$ cat src/rtl/alu_rr_sequencer.sv
// alu_rr_sequencer: shares one ALU and its Y result register between two
// requesters. It grants round-robin, registers the operands and opcode toward
// the ALU, waits ALU_LAT cycles, captures the result, and holds it until the
// consumer takes it.
module alu_rr_sequencer #(
  parameter int W       = 4,
  parameter int OPW     = 3,
  parameter int ALU_LAT = 1
) (
  input  logic           clk,
  input  logic           rst,
  input  logic           req0_valid,
  output logic           req0_ready,
  input  logic [W-1:0]   req0_a,
  input  logic [W-1:0]   req0_b,
  input  logic [OPW-1:0] req0_op,
  input  logic           req1_valid,
  output logic           req1_ready,
  input  logic [W-1:0]   req1_a,
  input  logic [W-1:0]   req1_b,
  input  logic [OPW-1:0] req1_op,
  output logic [W-1:0]   alu_a,
  output logic [W-1:0]   alu_b,
  output logic [OPW-1:0] alu_op,
  input  logic [W-1:0]   alu_result,
  output logic           resp_valid,
  input  logic           resp_ready,
  output logic           resp_id,
  output logic [W-1:0]   resp_y,
  output logic           busy
);

  // A zero-latency ALU is not supported: the capture always happens at least
  // one edge after the operands are registered.
  if (ALU_LAT < 1) begin : g_bad_lat
    $error("alu_rr_sequencer: ALU_LAT must be >= 1");
  end

  // The counter only ever holds ALU_LAT-1 down to 0.
  localparam int CW = (ALU_LAT > 1) ? $clog2(ALU_LAT) : 1;
  localparam logic [CW-1:0] CNT_LOAD = CW'(ALU_LAT - 1);

  typedef enum logic [1:0] {
    S_IDLE = 2'd0,
    S_EXEC = 2'd1,
    S_RESP = 2'd2
  } state_t;

  state_t         r_state;
  state_t         w_state_nxt;
  logic           r_ptr;
  logic [CW-1:0]  r_cnt;
  logic [W-1:0]   r_alu_a;
  logic [W-1:0]   r_alu_b;
  logic [OPW-1:0] r_alu_op;
  logic [W-1:0]   r_resp_y;
  logic           r_resp_id;

  logic           w_grant;
  logic           w_accept;
  logic [W-1:0]   w_sel_a;
  logic [W-1:0]   w_sel_b;
  logic [OPW-1:0] w_sel_op;

  // Next-state, grant and ready decode; ready only ever appears in IDLE.
  always_comb begin
    // NOTE: every output of this block gets a default first, so no path
    // leaves a signal unassigned and no latch is inferred.
    w_state_nxt = r_state;
    w_grant     = r_ptr;
    w_accept    = 1'b0;
    req0_ready  = 1'b0;
    req1_ready  = 1'b0;
    unique case (r_state)
      S_IDLE: begin
        // The pointer holder wins if it is asking; otherwise the other side.
        w_grant = (r_ptr ? req1_valid : req0_valid) ? r_ptr : ~r_ptr;
        if (!rst && (req0_valid || req1_valid)) begin
          w_accept    = 1'b1;
          req0_ready  = ~w_grant;
          req1_ready  = w_grant;
          w_state_nxt = S_EXEC;
        end
      end
      S_EXEC: begin
        if (r_cnt == '0) w_state_nxt = S_RESP;
      end
      S_RESP: begin
        if (resp_ready) w_state_nxt = S_IDLE;
      end
      default: w_state_nxt = S_IDLE;
    endcase
  end

  // Payload of the granted requester.
  always_comb begin
    w_sel_a  = w_grant ? req1_a  : req0_a;
    w_sel_b  = w_grant ? req1_b  : req0_b;
    w_sel_op = w_grant ? req1_op : req0_op;
  end

  // State register plus operand, counter, result and pointer updates.
  always_ff @(posedge clk) begin
    // NOTE: sequential state uses non-blocking assignments so every register
    // samples the pre-edge values regardless of statement order.
    if (rst) begin
      r_state   <= S_IDLE;
      r_ptr     <= 1'b0;
      r_cnt     <= '0;
      r_alu_a   <= '0;
      r_alu_b   <= '0;
      r_alu_op  <= '0;
      r_resp_y  <= '0;
      r_resp_id <= 1'b0;
    end else begin
      r_state <= w_state_nxt;
      unique case (r_state)
        S_IDLE: begin
          if (w_accept) begin
            r_alu_a   <= w_sel_a;
            r_alu_b   <= w_sel_b;
            r_alu_op  <= w_sel_op;
            r_resp_id <= w_grant;
            r_cnt     <= CNT_LOAD;
          end
        end
        S_EXEC: begin
          if (r_cnt != '0) r_cnt    <= r_cnt - 1'b1;
          else             r_resp_y <= alu_result;
        end
        S_RESP: begin
          // Fairness only moves on a completed response.
          if (resp_ready) r_ptr <= ~r_resp_id;
        end
        default: ;
      endcase
    end
  end

  assign alu_a      = r_alu_a;
  assign alu_b      = r_alu_b;
  assign alu_op     = r_alu_op;
  assign resp_y     = r_resp_y;
  assign resp_id    = r_resp_id;
  assign resp_valid = (r_state == S_RESP);
  assign busy       = (r_state == S_EXEC) || (r_state == S_RESP);

endmodule

$ cat config.mk
export PLATFORM = sky130hd
export DESIGN_NAME = alu_rr_sequencer
export DESIGN_NICKNAME = d
export VERILOG_FILES = /design/src/rtl/alu_rr_sequencer.sv
export SDC_FILE = /design/constraint.sdc
export NUM_CORES = 1
export LEC_CHECK = 0
export BUFFER_PORTS_ARGS = -buffer_cell sky130_fd_sc_hd__clkbuf_2
export CELL_PAD_IN_SITES_DETAIL_PLACEMENT = 1
export CELL_PAD_IN_SITES_GLOBAL_PLACEMENT = 2
export CORE_MARGIN = 3
export CORE_UTILIZATION = 27
export CTS_BUF_LIST = sky130_fd_sc_hd__clkbuf_16
export DETAILED_ROUTE_END_ITERATION = 10
export GPL_ROUTABILITY_DRIVEN = 1
export PLACE_DENSITY_LB_ADDON = 0.15
export SKIP_CTS_REPAIR_TIMING = 1
export SLEW_MARGIN = 20
export SYNTH_ARGS = -nofsm -noshare
export SYNTH_HDL_FRONTEND = slang
export SYNTH_SLANG_ARGS = --single-unit
$ cat constraint.sdc
create_clock -name clk -period 5 [get_ports clk]
set_input_delay 1 -clock clk [delete_from_list [all_inputs] [get_ports clk]]
set_output_delay 1 -clock clk [all_outputs]
set_load 0.1 [all_outputs]
==> results.yml <==
routing:
  wire_per_inst_um: 11.8
  ant_nets: 0
  drtPass1Iterations: 4
  drc: 0
  vias: 836
  dr.first_iter.drc_count: 14
  wirelength_um: 2240
  viasPerCell: 4.40
logic_synthesis:
  synthMuxAreaShare_pct: 15.9
  yosys_warnings: 0
  synthAdderAreaFrac_pct: 6.21
  synth_xor_area_share_pct: 0
  seq_area_frac_synth_pct: 37.8
  syn_nets: 132
  synth_cell_types: 19
  syn_inst: 96
  synth-compound-area-share_pct: 13.2
  synthSimpleGateAreaFrac_pct: 20.2
  synth_top_family_by_area: "simple AND/OR/NAND/NOR gates"
  syn_avg_cell_area_um2: 10.5
  syn_area_um2: 1010
  synth-seq-cells: 19
power:
  irDropWorstVdd_v: 0.000122
  powerDensity_nw_per_um2: 464
  intPower_uw: 338
  swShare_pct: 45.7
  p_leak_uw: 0.000678
  p_switching_uw: 285
  combPwrFrac_pct: 44.2
  pwr-share-clk_pct: 26.1
  p_seq_share_pct: 29.7
finish:
  syn2layout_area_growth_pct: 33.2
  nets: 181
  layout_commonest_cell: "clkbuf_2"
  drive_gt1_share_pct: 52.1
  antenna_cells: 0
  layout_common_cells: "clkbuf_2, dfxtp_1, mux2i_1, nor2_1, o21ai_2"
  final_util_pct: 38.7
setup_path:
  critPathMaxStageDelay_ns: 0.47
  cp_num_buf_inv: 3
  crit_required_ns: 4.00
  crit_type: "in -> out"
  path_common_cell: "clkbuf_2"
  cp_top_family: "buffers and inverters"
  crit_chain: "clkbuf_2 > or3b_1 > buf_4 > nor2_1 > clkbuf_2"
  critPathMaxFanout: 26
  crit_arrival_ns: 2.56
  critPathSlowestCell: "clkbuf_2"
  end_kind: "output port"
  cp-start-kind: "input port"
job:
  cap_violations: 0
sta:
  skew_ns: 0.00178
  hold_viol: 0
  relSlewSlack_pct: 38.6
  fin_crit_ns: 3.56
  rsz0062_at_grt: "false"
  tns_ns: 0
  drv_slew: 0
  setup_viol: 0
  fin_crit_sh_pct: 71.1
  tightestPinTransition_ns: 0.921
  fmax_ghz: 0.281
clock_tree:
  htreeDepth: 1
  root_buffer: "clkbuf_16"
  clock_latency_ns: 0.25
  cts_made_buffers: 3
  cts_tree: "done"
  clk_path_buf_depth: 2
  cts_sinks: 19
  clk_pin_slew_worst_paths_ns: 0.05
grt:
  grt_pass1_wl_um: 3630
  grt-ovfl-total: 0
  grt_max_degree: 27
  grtUsageTotal_pct: 10.7
  antenna_found_initial: 0
  grt_pass1_vias: 819
placement:
  port_buffers: 50
  hpwlAfterDp_um: 1730
  gp_congestion: 0.750
run_status:
  status: "completed"
floorplanning:
  die_h_um: 67.1
  placementRows: 21
  start_util_pct: 29.0
  dieArea_um2: 4500
  core_region_area_um2: 3470
  pin_count: 51
  die_width_um: 67.1
hold_path:
  hold_class: "reg -> reg"
layout make-up:
cell class | instances | area [µm²]
clock buffers | 3 | 75.1
multi-input cells | 68 | 559
fillers | 438 | 2130
repair buffers | 51 | 258
well taps | 46 | 57.6
clock inverters | 1 | 3.75
flip-flops and latches | 19 | 380
inverters | 2 | 7.51
sequential cells by signal, indices dropped and copies added, names as in the netlist:
| register | cells |
|---|---|
| alu_a | 4 |
| alu_b | 4 |
| resp_y | 4 |
| alu_op | 3 |
| r_state | 2 |
| r_ptr | 1 |
| resp_id | 1 |
final timing paths:
kind                                 start          to  slack (ns)  cells after the start
worst max-delay path                   rst  req1_ready        1.44                      5
worst min-delay path              alu_b[3]    alu_b[3]        0.48                      2
worst max register to register  r_state[0]    alu_a[2]        3.02                      5
worst min register to register    alu_b[3]    alu_b[3]        0.48                      2
worst reg2reg max path, stage by stage (launching register included):
cell     delay [ns]
dfxtp_1        0.38
inv_1          0.10
ha_1           0.23
a22oi_2        0.74
mux2i_1        0.35
o21ai_2        0.06
power groups by stage:
stage | registers (µW) | clock network (µW) | logic, µW
after floorplan | 315 | 0 | 115
after global placement | 189 | 0 | 276
after detailed placement | 189 | 0 | 278
after CTS | 186 | 169 | 279
after global routing | 188 | 177 | 290
final | 185 | 162 | 275
cell usage after synthesis:
cell	number	area share [%]
a21oi_1	3	1.5
a22oi_2	1	1.2
buf_6	3	3.4
buf_8	1	1.5
clkbuf_1	3	1.1
dfxtp_1	19	38
ha_1	5	6.2
inv_1	2	0.75
mux2i_1	16	16
nand2_1	1	0.37
nand2b_1	1	0.62
nand3b_1	5	3.7
nand3b_2	7	7.8
nor2_1	12	4.5
nor2_2	1	0.62
nor2b_1	2	1.2
nor3_1	1	0.50
o21ai_2	12	10
or3b_1	1	0.87
metrics by stage:
stage / worst slack (ns) / hold WS, ns / instances / power [µW] / instance area [µm²]
2_1_floorplan: 1.05 / 0.487 / 96 / 430 / 1010
3_3_place_gp: 1.45 / 0.478 / 186 / 465 / 1260
3_5_place_dp: 1.41 / 0.477 / 186 / 467 / 1260
4_1_cts: 1.40 / 0.488 / 190 / 634 / 1340
5_1_grt: 1.30 / 0.510 / 190 / 655 / 1340
6_report: 1.44 / 0.483 / 190 / 623 / 1340
logic make-up (layout without fill, tap and decap cells):
kind of cell    count (synthesis)  count (layout)
compound gates                 16              16
fa+ha+maj                       5               5
buf+inv                         9              57
flops                          19              19
mux                            16              16
simple gates                   31              31
layer usage:
metal | routed length [µm] | global-route usage [%] | vias to the layer above | part of all wire, %
li1 | - | - | 432 | -
met1 | 993 | 13.1 | 370 | 44
met2 | 1050 | 17.1 | 30 | 47
met3 | 156 | 3.37 | 4 | 7.0
met4 | 37 | 4.56 | 0 | 1.7
met5 | 0 | 0 | - | 0
Power figures use the tool's default switching activity.
